**config.mk**
```make
export PLATFORM = sky130hd
export DESIGN_NAME = preg_free_list_flat
export DESIGN_NICKNAME = d
export VERILOG_FILES = /design/src/rtl/preg_free_list_if.sv /design/src/rtl/preg_free_list.sv /design/src/flat_wrapper.sv
export SDC_FILE = /design/constraint.sdc
export NUM_CORES = 1
export LEC_CHECK = 0
export BUFFER_PORTS_ARGS = -buffer_cell sky130_fd_sc_hd__buf_2
export CAP_MARGIN = 20
export CORE_MARGIN = 2
export CORE_UTILIZATION = 40
export DETAILED_ROUTE_END_ITERATION = 6
export HOLD_SLACK_MARGIN = 0.08
export PLACE_DENSITY = 0.63
export SYNTH_ARGS = -nofsm -noshare
export SYNTH_HDL_FRONTEND = slang
export SYNTH_SLANG_ARGS = --single-unit
```
**constraint.sdc**
```tcl
create_clock -name clk -period 10.5 [get_ports clk]
set_input_delay 2.1 -clock clk [delete_from_list [all_inputs] [get_ports clk]]
set_output_delay 2.1 -clock clk [all_outputs]
set_load 0.02 [all_outputs]
```
**src/rtl/preg_free_list_if.sv**
```systemverilog
// preg_free_list_if
//   Bus between the rename/commit logic and the physical register free list.
//   master : rename/commit side. It drives pop/push requests, checkpoint and
//            recovery controls, and sees the offered pregs and the list status.
//   slave  : preg_free_list.
//   Signals:
//     pop_en[INSTR_COUNT], pop_preg[INSTR_COUNT][PW], pop_ready
//     push_en[INSTR_COUNT], push_preg[INSTR_COUNT][PW]
//     ckpt_take, ckpt_id[CW], rec_en, rec_ckpt_id[CW]
//     free_count[NW+1], empty, full, err_dup
interface preg_free_list_if #(
    parameter int P_REGISTERS = 64,
    parameter int L_REGISTERS = 32,
    parameter int INSTR_COUNT = 2,
    parameter int C_NUM       = 4
);
    localparam int PW = $clog2(P_REGISTERS);
    localparam int CW = $clog2(C_NUM);
    localparam int N  = P_REGISTERS - L_REGISTERS;
    localparam int NW = $clog2(N);

    logic [INSTR_COUNT-1:0]         pop_en;
    logic [INSTR_COUNT-1:0][PW-1:0] pop_preg;
    logic                           pop_ready;
    logic [INSTR_COUNT-1:0]         push_en;
    logic [INSTR_COUNT-1:0][PW-1:0] push_preg;
    logic                           ckpt_take;
    logic [CW-1:0]                  ckpt_id;
    logic                           rec_en;
    logic [CW-1:0]                  rec_ckpt_id;
    logic [NW:0]                    free_count;
    logic                           empty;
    logic                           full;
    logic                           err_dup;

    modport master (
        output pop_en, push_en, push_preg, ckpt_take, ckpt_id, rec_en, rec_ckpt_id,
        input  pop_preg, pop_ready, free_count, empty, full, err_dup
    );

    modport slave (
        input  pop_en, push_en, push_preg, ckpt_take, ckpt_id, rec_en, rec_ckpt_id,
        output pop_preg, pop_ready, free_count, empty, full, err_dup
    );
endinterface

```
**src/rtl/preg_free_list.sv**
```systemverilog
// preg_free_list
//   Circular free list of physical registers for the rename stage. Offers up
//   to INSTR_COUNT pregs per cycle, takes back up to INSTR_COUNT released
//   pregs per cycle from commit, and holds C_NUM head-pointer checkpoints so a
//   flush restores the list in a single cycle.
//   Ports:
//     clk  : clock, rising edge
//     rst  : asynchronous active-high reset
//     bus  : preg_free_list_if.slave (pop/push, checkpoint/recovery, status)
//   Optional feature (macro PREG_FREE_LIST_DUP_CHECK_EN):
//     Tracks which pregs are in the list. A push of a preg that is already
//     free is dropped and raises the sticky err_dup flag. Without the macro,
//     err_dup is tied low and every push is accepted.
//   The list depth N = P_REGISTERS - L_REGISTERS must be a power of two.
module preg_free_list #(
    parameter int P_REGISTERS = 64,
    parameter int L_REGISTERS = 32,
    parameter int INSTR_COUNT = 2,
    parameter int C_NUM       = 4
) (
    input logic             clk,
    input logic             rst,
    preg_free_list_if.slave bus
);
    localparam int N  = P_REGISTERS - L_REGISTERS;
    localparam int PW = $clog2(P_REGISTERS);
    localparam int NW = $clog2(N);

    // Pointers carry an extra wrap bit so that full and empty are distinct.
    typedef logic [NW:0] ptr_t;

    logic [PW-1:0] mem     [N];
    logic [PW-1:0] mem_nxt [N];
    ptr_t          head, head_nxt;
    ptr_t          tail, tail_nxt;
    ptr_t          ckpt    [C_NUM];
    ptr_t          free_count;
    ptr_t          pop_cnt;
    logic [NW-1:0] pop_idx [INSTR_COUNT];
    logic          pop_ready;
    logic          pop_fire;
    logic          push_ok;

    assign free_count     = tail - head;
    assign pop_ready      = free_count >= ptr_t'(INSTR_COUNT);
    assign pop_fire       = pop_ready && (|bus.pop_en) && !bus.rec_en;
    assign bus.free_count = free_count;
    assign bus.pop_ready  = pop_ready;
    assign bus.empty      = (free_count == '0);
    assign bus.full       = (free_count == ptr_t'(N));

    // Enabled slots take consecutive entries starting at head.
    always_comb begin : pop_offer
        pop_cnt = '0;
        for (int unsigned i = 0; i < INSTR_COUNT; i++) begin
            pop_idx[i]      = head[NW-1:0] + pop_cnt[NW-1:0];
            bus.pop_preg[i] = mem[pop_idx[i]];
            if (bus.pop_en[i]) begin
                pop_cnt = pop_cnt + 1'b1;
            end
        end
    end

`ifdef PREG_FREE_LIST_DUP_CHECK_EN
    logic [P_REGISTERS-1:0] in_list, in_list_nxt;
    logic                   push_dup;
    logic                   err_dup;
    logic [NW-1:0]          rec_idx;
    assign bus.err_dup = err_dup;
`else
    assign bus.err_dup = 1'b0;
`endif

    always_comb begin : next_state
        mem_nxt  = mem;
        tail_nxt = tail;
        push_ok  = 1'b0;
`ifdef PREG_FREE_LIST_DUP_CHECK_EN
        in_list_nxt = in_list;
        push_dup    = 1'b0;
        rec_idx     = '0;
        // Pops clear first, so a preg popped and released in the same cycle
        // is not mistaken for a duplicate.
        if (pop_fire) begin
            for (int unsigned i = 0; i < INSTR_COUNT; i++) begin
                if (bus.pop_en[i]) begin
                    in_list_nxt[bus.pop_preg[i]] = 1'b0;
                end
            end
        end
`endif
        for (int unsigned i = 0; i < INSTR_COUNT; i++) begin
            push_ok = bus.push_en[i];
`ifdef PREG_FREE_LIST_DUP_CHECK_EN
            if (push_ok && in_list_nxt[bus.push_preg[i]]) begin
                push_ok  = 1'b0;
                push_dup = 1'b1;
            end
`endif
            if (push_ok) begin
                mem_nxt[tail_nxt[NW-1:0]] = bus.push_preg[i];
                tail_nxt                  = tail_nxt + 1'b1;
`ifdef PREG_FREE_LIST_DUP_CHECK_EN
                in_list_nxt[bus.push_preg[i]] = 1'b1;
`endif
            end
        end

        head_nxt = head;
        if (bus.rec_en) begin
            head_nxt = ckpt[bus.rec_ckpt_id];
        end else if (pop_fire) begin
            head_nxt = head + pop_cnt;
        end

`ifdef PREG_FREE_LIST_DUP_CHECK_EN
        // After a restore the free set is exactly the window [head', tail').
        if (bus.rec_en) begin
            in_list_nxt = '0;
            for (int unsigned k = 0; k < N; k++) begin
                rec_idx = head_nxt[NW-1:0] + NW'(k);
                if (ptr_t'(k) < ptr_t'(tail_nxt - head_nxt)) begin
                    in_list_nxt[mem_nxt[rec_idx]] = 1'b1;
                end
            end
        end
`endif
    end

    always_ff @(posedge clk or posedge rst) begin
        if (rst) begin
            head <= '0;
            tail <= ptr_t'(N);
            for (int unsigned k = 0; k < N; k++) begin
                mem[k] <= PW'(L_REGISTERS + k);
            end
            for (int unsigned c = 0; c < C_NUM; c++) begin
                ckpt[c] <= '0;
            end
        end else begin
            head <= head_nxt;
            tail <= tail_nxt;
            mem  <= mem_nxt;
            if (bus.ckpt_take && !bus.rec_en) begin
                ckpt[bus.ckpt_id] <= head_nxt;
            end
        end
    end

`ifdef PREG_FREE_LIST_DUP_CHECK_EN
    always_ff @(posedge clk or posedge rst) begin
        if (rst) begin
            in_list <= {{N{1'b1}}, {L_REGISTERS{1'b0}}};
            err_dup <= 1'b0;
        end else begin
            in_list <= in_list_nxt;
            err_dup <= err_dup | push_dup;
        end
    end
`endif
endmodule

```
**src/flat_wrapper.sv**
```systemverilog
// flat-port wrapper written by rule: the top's interface ports become plain ports
module preg_free_list_flat 
#(
    parameter int P_REGISTERS = 64,
    parameter int L_REGISTERS = 32,
    parameter int INSTR_COUNT = 2,
    parameter int C_NUM       = 4
)
  (clk, rst, bus_pop_en, bus_push_en, bus_push_preg, bus_ckpt_take, bus_ckpt_id, bus_rec_en, bus_rec_ckpt_id, bus_pop_preg, bus_pop_ready, bus_free_count, bus_empty, bus_full, bus_err_dup);
  preg_free_list_if #(.P_REGISTERS(P_REGISTERS), .L_REGISTERS(L_REGISTERS), .INSTR_COUNT(INSTR_COUNT), .C_NUM(C_NUM)) bus_i ();
  input logic clk;
  input logic rst;
  input wire logic [$bits(bus_i.pop_en)-1:0] bus_pop_en;
  input wire logic [$bits(bus_i.push_en)-1:0] bus_push_en;
  input wire logic [$bits(bus_i.push_preg)-1:0] bus_push_preg;
  input wire logic [$bits(bus_i.ckpt_take)-1:0] bus_ckpt_take;
  input wire logic [$bits(bus_i.ckpt_id)-1:0] bus_ckpt_id;
  input wire logic [$bits(bus_i.rec_en)-1:0] bus_rec_en;
  input wire logic [$bits(bus_i.rec_ckpt_id)-1:0] bus_rec_ckpt_id;
  output wire logic [$bits(bus_i.pop_preg)-1:0] bus_pop_preg;
  output wire logic [$bits(bus_i.pop_ready)-1:0] bus_pop_ready;
  output wire logic [$bits(bus_i.free_count)-1:0] bus_free_count;
  output wire logic [$bits(bus_i.empty)-1:0] bus_empty;
  output wire logic [$bits(bus_i.full)-1:0] bus_full;
  output wire logic [$bits(bus_i.err_dup)-1:0] bus_err_dup;
  assign bus_i.pop_en = bus_pop_en;
  assign bus_i.push_en = bus_push_en;
  assign bus_i.push_preg = bus_push_preg;
  assign bus_i.ckpt_take = bus_ckpt_take;
  assign bus_i.ckpt_id = bus_ckpt_id;
  assign bus_i.rec_en = bus_rec_en;
  assign bus_i.rec_ckpt_id = bus_rec_ckpt_id;
  assign bus_pop_preg = bus_i.pop_preg;
  assign bus_pop_ready = bus_i.pop_ready;
  assign bus_free_count = bus_i.free_count;
  assign bus_empty = bus_i.empty;
  assign bus_full = bus_i.full;
  assign bus_err_dup = bus_i.err_dup;
  preg_free_list #(.P_REGISTERS(P_REGISTERS), .L_REGISTERS(L_REGISTERS), .INSTR_COUNT(INSTR_COUNT), .C_NUM(C_NUM)) u_core (.clk(clk), .rst(rst), .bus(bus_i));
endmodule
```
After elaboration in Yosys (flattened, before gate mapping)
Index checks and enable logic that the tools add are counted.

storage, ports and cells
  output and inout port bits = 22
  input bits = 24
  register bits after elaboration = 228
  logic and storage cells = 96

cells by class
  equal/unequal tests = 1
  bitwise logic cells = 6
  mux-type cells = 26
  reductions and logical operators = 9
  magnitude comparators = 10
  $add $sub $neg = 6

operator list
  operator                                                           number
  bitwise mux 192 bit                                                2
  two-way mux 192 bit                                                2
  two-way mux 6 bit                                                  14
  binary-select mux 6 bit (select 5 bit)                             2
  demux 6 bit (select 5 bit)                                         2
  bitwise mux 24 bit                                                 1
  greater-or-equal comparator 6 bit, second input constant           4
  inverter 5 -> 6 bit                                                4
  adder 6 x 1 -> 6 bit, second input constant                        2
  binary-select mux 6 bit (select 2 bit)                             1
  demux 6 bit (select 2 bit)                                         1
  < comparator 6 x 1 -> 1 bit, second input constant                 2
  adder 6 bit                                                        1
  == test 6 bit, second input constant                               1
  greater-or-equal comparator 3 bit, second input constant           2
  greater-or-equal comparator 6 x 2 -> 1 bit, second input constant  1
  logical AND 1 bit                                                  6
  logical NOT 6 bit                                                  1
  inverter 2 -> 3 bit                                                2
  subtractor 6 bit                                                   1
  adder 5 x 1 -> 5 bit                                               1
  < comparator 3 x 1 -> 1 bit, second input constant                 1
  adder 1 x 1 -> 2 bit, second input constant                        1
  OR reduction 2 bit                                                 1
  2 further kinds                                                    2

Longest topological paths before layout
Gate-level depths: netlist (run 1).

  word-level depth = 9
  depth in mapped cells = 12
  gate-level depth less buffers = 11

Worst setup path before layout (run 1)
No wires, ideal clock.

  path kind = input-to-output
  from = input bus_pop_en[0]
  to = output bus_pop_preg[10]
  arrival = 4.414 ns
  path buffers = 2
  data required time = 8.400 ns
  path slack = 3.986 ns
  cell stages on the path = 7
  cell sequence = ha_1 ha_1 buf_1 clkbuf_1 mux4_2 mux4_2 mux2_2

between the ends
  word-level cells in the longest chain between the ends = 6

RTL lines
  element                                                RTL line              text
  start: declaration                                     flat_wrapper.sv:13    input wire logic [$bits(bus_i.pop_en)-1:0] bus_pop_en;
  two-way mux 1 bit                                      preg_free_list.sv:58  if (bus.pop_en[i]) begin
  adder 5 x 1 -> 5 bit                                   preg_free_list.sv:56  pop_idx[i] = head[NW-1:0] + pop_cnt[NW-1:0];
  inverter 5 -> 6 bit (implied by the code)              preg_free_list.sv:57  bus.pop_preg[i] = mem[pop_idx[i]];
  binary-select mux 6 bit (select 5 bit)                 preg_free_list.sv:57
  two-way mux 6 bit (implied by the code) (2 in series)  preg_free_list.sv:57
  end: declaration                                       flat_wrapper.sv:20    output wire logic [$bits(bus_i.pop_preg)-1:0] bus_pop_preg;

Every way passes these cells. The select of a mux whose other input is x is not followed.

Worst setup path after layout (run 1)
  from = input bus_pop_en[0]
  to = output bus_pop_preg[11]

Same word-level chain as after synthesis.

==> out/qor.yml, run 1 <==
timing:
  clock_skew_ps: 40.9
  slew_violations: 0
  worst_pin_slew_ps: 1030
  finalSetupViolations: 0
  min_period_ps: 6880
  relSlewSlack: 0.308
  hold_viol_final: 0
  max_freq_mhz: 145
  rsz0062_at_grt: "false"
  finalSetupTns_ps: 0
  period_share: 0.656
synth:
  ys_top_cells_by_count: "mux2i_1, nor2_1, a21oi_1, nand2_1, mux4_2"
  synth-seq-area-share: 0.402
  syn_nets: 1393
  synthesis.area_um2: 14600
  synthDistinctLibCells: 48
  yosysTopAreaCellShare: 0.204
  synth-edff-count: 0
  syn_avg_cell_area_um2: 10.8
  synth_top_area_cell: "dfstp_2"
  yosys.cell_count.top_type: "mux2i_1"
  ys.flop_type: "dfrtp_1"
  yosys-top-cells-area: "dfstp_2, dfrtp_1, mux4_2, mux2i_1, nor2_1"
  syn_inst: 1348
  synth_seq_cells: 228
  yosys_warnings: 0
  synthArstFlopShare: 1.00
final_layout:
  fillers: 3265
  areaGrowthSynthToFinish_pct: 9.74
  multi_input_area_um2: 8210
  drive_gt1_frac: 0.278
  fin_nets: 1368
  seq_area_um2: 5850
  final_cell_count_no_fill: 1806
worst_setup_path:
  critPathBufInv: 3
  crit_family: "multiplexers"
  endpoint_kind: "primary output"
  path_class: "primary input to primary output"
  critical_path_arrival_ps: 4780
  slowest_stage: "ha_2"
  cp.required_ps: 8400
  cpPeakStageDelay_ps: 610
  path_max_fanout: 31
  critPathLaunchType: "primary input"
  cp_cell_sequence: "buf_2, ha_4, ha_2, buf_12, mux4_2, mux4_2, mux2_2, buf_2"
global_route:
  grt_overflow: 0
  grtUsageTotal: 0.243
  grt_antenna_before_repair: 0
  grt_pass1_vias: 10678
  grt_max_degree: 81
  grt_pass1_wl_mm: 69.5
drt:
  drt_wl_total_mm: 45.9
  dr_total_vias: 11136
  drt_iter0_drc: 1322
  firstDrtPassIters: 5
  drc: 0
  routed_via_density: 6.17
  wl_per_cell_um: 25.4
  ant_nets: 0
cts:
  ctsHtreeMaxLevel: 1
  clockBufferDepth: 3
  holdBufCountCts: 0
  cts_root_buffer: "clkbuf_16"
  cts-resized-gates: 0
  clkTransAtPathRegs_ps: 60
  postCtsSetupBuffers: 0
  numCtsBuffers: 27
  clock_latency_ps: 570
  cts.sinks: 228
  tritoncts: "built"
place:
  place_congestion: 0.937
  io_buffers: 44
  dp_hpwl_mm: 31.1
  dp.cells: 1751
power_and_ir_drop:
  swShare: 0.413
  p_leak_nw: 6.39
  power.switching_w: 0.00245
  pwr-share-comb: 0.498
  p_clk_frac: 0.160
  powerDensity_nw_per_um2: 372
  peakVddDrop_mv: 0.157
  seqPwrFrac: 0.342
  p_int_w: 0.00348
die:
  die_w_um: 195
  rows: 69
  die_h_um: 195
  io_pins: 46
  coreArea_um2: 35700
  start_util: 0.407
  dieArea_um2: 37900
flow_run:
  max_cap_viol_count: 0
status:
  status: "completed"
worst_hold_path:
  hold_path.class: "register to register"
==> power by group through the flow <==
| stage | Combinational, W | Clock, W | Sequential [W] |
|---|---|---|---|
| final | 0.00296 | 0.000948 | 0.00203 |
| after global routing | 0.00316 | 0.000997 | 0.00204 |
| after CTS | 0.00291 | 0.000960 | 0.00199 |
| after detailed placement | 0.00290 | 0 | 0.00199 |
| after global placement | 0.00282 | 0 | 0.00200 |
| after floorplan | 0.00231 | 0 | 0.00168 |
==> metal layers <==
layer  wire length, µm  GRT usage
met5                 0          0
met4              1400     0.0761
met3              4790     0.0604
met2             19900      0.357
met1             19700      0.354
==> sequential cells by signal, indices dropped and copies added, names as in the netlist <==
| register | flops |
|---|---|
| u_core.ckpt | 24 |
| u_core.mem | 192 |
| u_core.tail | 6 |
| u_core.head | 6 |
==> cell usage in the layout (no fill, tap or decap), types with 2 or more instances in the layout <==
| master | instances |
|---|---|
| mux2i_1 | 194 |
| nor2_1 | 185 |
| a21oi_1 | 136 |
| nand2_1 | 131 |
| mux4_2 | 126 |
| dfrtp_1 | 113 |
| dfstp_2 | 113 |
| o21ai_0 | 77 |
| buf_2 | 46 |
| clkbuf_16 | 27 |
| nand3_1 | 21 |
| ha_1 | 17 |
| inv_1 | 15 |
| a31oi_1 | 14 |
| nor3_1 | 10 |
| buf_4 | 10 |
| xnor2_1 | 9 |
| mux2_2 | 8 |
| clkbuf_8 | 8 |
| nand4_1 | 7 |
| nand2b_1 | 5 |
| clkbuf_1 | 5 |
| xor2_1 | 4 |
| nor2b_1 | 4 |
| nor3_2 | 4 |
| or3_1 | 3 |
| clkinv_4 | 3 |
| clkinv_2 | 3 |
| a21oi_2 | 2 |
| and2_1 | 2 |
| a21o_1 | 2 |
| o41a_1 | 2 |
| o31ai_1 | 2 |
| or4_4 | 2 |
| nand3b_1 | 2 |
| nor4_1 | 2 |
| fa_1 | 2 |
| clkinvlp_4 | 2 |
| clkbuf_4 | 2 |
==> cell type report <==
cell class | count | share of cell area
Antenna cell | 1 | 0.000157
Clock buffer | 40 | 0.0504
Clock inverter | 10 | 0.00595
Inverter | 18 | 0.00470
Multi-Input combinational cell | 988 | 0.514
Sequential cell | 228 | 0.366
Tap cell | 461 | 0.0361
Timing Repair Buffer | 60 | 0.0223
==> tightest hold or removal path, stage by stage (launching register included) <==
cell and delay [ps]:
dfrtp_1 340, nand2_1 40, o21ai_0 60
==> path summary, 6_finish.rpt <==
kind | start | end | slack [ps] | depth (start not counted)
worst min register to register | u_core.ckpt[1] | u_core.ckpt[1] | 480 | 2
max in group asynchronous | rst | u_core.head[0] | 7410 | 3
worst max register to register | u_core.head[0] | u_core.ckpt[23] | 6470 | 10
worst max-delay path | bus_pop_en[0] | bus_pop_preg[11] | 3620 | 8
worst min-delay path | u_core.ckpt[1] | u_core.ckpt[1] | 480 | 2
min in group asynchronous | rst | u_core.mem[139] | 1620 | 2
==> through the flow <==
stage	utilization	power, W	hold slack, ps	instance area [µm²]	worst slack (ps)
finish	0.447	0.00594	481	16000	3620
global route	0.447	0.00620	513	16000	3510
CTS	0.446	0.00586	485	15900	3350
detailed placement	0.420	0.00489	471	15000	3350
global placement	0.420	0.00481	460	15000	3420
floorplan	-	0.00399	443	14600	2340
==> cells by family (layout without fill, tap and decap cells) <==
family / Yosys count / after routing / synth area share
adders and majority gates: 21 / 21 / 0.0191
other: 1 / 2 / 0.000258
and+or+nand+nor: 381 / 381 / 0.109
xor gates and xnor gates: 16 / 16 / 0.0114
buffers and inverters: 132 / 128 / 0.0357
AOI/OAI and AO/OA: 241 / 241 / 0.0884
muxes: 328 / 328 / 0.335
DFF: 228 / 228 / 0.402
No activity file was read; power rests on OpenSTA's default activity.
==> inputs of run 2 (changes only) <==
ABC_AREA = 1   (was unset)
clock period = 6.91 ns   (was 10.5 ns; I/O delays follow)
==> out/qor.yml, run 2 <==
timing:
  max_freq_mhz: 183
  slew_violations: 0
  finalWorstSetupSlack_ps: 1440
  clock_skew_ps: 11.1
  period_share: 0.791
  min_period_ps: 5470
  hold_viol_final: 0
  rsz0062_at_grt: "false"
  finalSetupViolations: 0
  whs_ps: 480
  finalSetupTns_ps: 0
  worst_pin_slew_ps: 1070
  relSlewSlack: 0.285
global_route:
  grt_pass1_vias: 13954
  grtUsageTotal: 0.278
  grt_max_degree: 169
  grt_pass1_wl_mm: 84.1
  grt_antenna_before_repair: 2
  grt_overflow: 0
cts:
  cts.sinks: 228
  numCtsBuffers: 28
  clock_latency_ps: 550
  tritoncts: "built"
  ctsHtreeMaxLevel: 1
  clkTransAtPathRegs_ps: 60
  cts-resized-gates: 0
  clockBufferDepth: 3
  holdBufCountCts: 0
  postCtsSetupBuffers: 0
  cts_root_buffer: "clkbuf_16"
flow_run:
  max_cap_viol_count: 0
drt:
  drt_wl_total_mm: 55.7
  firstDrtPassIters: 6
  routed_via_density: 5.72
  wl_per_cell_um: 20.7
  drc: 0
  dr_total_vias: 15418
  ant_nets: 0
  drt_iter0_drc: 1674
worst_setup_path:
  slowest_stage: "ha_2"
  path_class: "primary input to primary output"
  cp.required_ps: 5530
  path_max_fanout: 61
  critical_path_arrival_ps: 4090
  cp_cell_sequence: "buf_2, ha_4, ha_2, buf_4, o21ai_0, o211ai_1, nand3_1, nand2_1, nor2_1, a31oi_1, buf_2"
  cpPeakStageDelay_ps: 640
  crit_path_frequent_cell: "buf_2"
  endpoint_kind: "primary output"
  critPathLaunchType: "primary input"
synth:
  syn_avg_cell_area_um2: 6.81
  syn_nets: 2292
  synthDistinctLibCells: 39
  synthesis.area_um2: 15300
  yosysTopAreaCellShare: 0.194
  yosys_warnings: 0
  yosys.cell_count.top_type: "nand2_1"
  synth_seq_cells: 228
  syn_inst: 2247
  synth-edff-count: 0
  yosys-top-cells-area: "dfstp_2, dfrtp_1, nand2_1, o21ai_0, nand3_1"
  ys_top_cells_by_count: "nand2_1, o21ai_0, inv_1, clkbuf_1, nand3_1"
  synth_top_area_cell: "dfstp_2"
  synth-seq-area-share: 0.382
  synthArstFlopShare: 1.00
  ys.flop_type: "dfrtp_1"
power_and_ir_drop:
  pwr-share-comb: 0.465
  p_leak_nw: 7.12
  peakVddDrop_mv: 0.217
  powerDensity_nw_per_um2: 472
  power.switching_w: 0.00354
  seqPwrFrac: 0.330
  p_int_w: 0.00430
  p_clk_frac: 0.205
  swShare: 0.451
  power.total_w: 0.00783
place:
  dp_slack_ps: 1480
  io_buffers: 44
  place_congestion: 0.936
  dp_hpwl_mm: 36.9
final_layout:
  final_common_cell: "nand2_1"
  final_cell_mix: "nand2_1, o21ai_0, inv_1"
  largest_register_ffs: 192
  fillers: 3903
  drive_gt1_frac: 0.121
  areaGrowthSynthToFinish_pct: 8.50
  reg_top3: "u_core.mem x192, u_core.ckpt x24"
  regMostFlops: "u_core.mem"
  seq_area_um2: 5850
  antenna_cells: 0
  fin_nets: 2206
  multi_input_area_um2: 8030
  fin_util: 0.441
die:
  die_h_um: 200
  coreArea_um2: 37700
  rows: 71
  start_util: 0.406
  io_pins: 46
  die_w_um: 200
  dieArea_um2: 39800
status:
  status: "completed"
worst_hold_path:
  hold_path.class: "register to register"
-- run 2: final timing paths --
kind	slack, ps	endpoint	startpoint	depth (start not counted)
worst min-delay path	480	u_core.ckpt[23]	u_core.ckpt[23]	2
worst max-delay path	1440	bus_pop_preg[8]	bus_pop_en[0]	11
worst min register to register	480	u_core.ckpt[23]	u_core.ckpt[23]	2
worst max register to register	2950	u_core.ckpt[20]	u_core.head[0]	17
max in group asynchronous	5070	u_core.mem[63]	rst	3
min in group asynchronous	1140	u_core.mem[160]	rst	3
-- run 2: logic make-up after synthesis --
kind of cell / share of synthesized area
xor+xnor: 0.00752
buf+inv: 0.0944
compound gates: 0.267
fa+ha+maj: 0.0182
other cells: 0.000245
simple gates: 0.230
flops: 0.382
-- run 2: stage by stage --
step	area (µm²)	instances
after CTS	16600	2692
after global routing	16600	2694
after global placement	15500	2638
after detailed placement	15600	2640
final	16600	2694
after floorplan	15300	2247
-- run 2: power by group through the flow --
stage | combinational [W] | sequential [W] | clock (W)
after floorplan | 0.00271 | 0.00233 | 0
after global routing | 0.00408 | 0.00263 | 0.00167
after detailed placement | 0.00355 | 0.00258 | 0
after CTS | 0.00357 | 0.00256 | 0.00162
after global placement | 0.00348 | 0.00257 | 0
final | 0.00365 | 0.00258 | 0.00160
-- run 2: final cells by class --
type                    count  area share
multi-input cells        1668       0.484
inverters                 169      0.0384
clock inverters             6     0.00799
clock buffers              46      0.0524
well taps                 511      0.0385
repair buffers             66      0.0264
flip-flops and latches    228       0.352
-- run 2: per-layer routing --
layer  up-vias  global-route usage  wire length, µm
li1       7323                   -                -
met1      7215               0.371            23200
met2       698               0.441            24900
met3       178              0.0468             4650
met4         4               0.126             2960
met5         -                   0               25
-- run 2: worst max-delay path, delay by kind of cell --
family / cells / cell delay (ps)
buffers and inverters: 3 / 930
AND/OR/NAND/NOR: 3 / 280
AO/OA/AOI/OAI: 3 / 650
adder cells (fa/ha/maj): 2 / 810
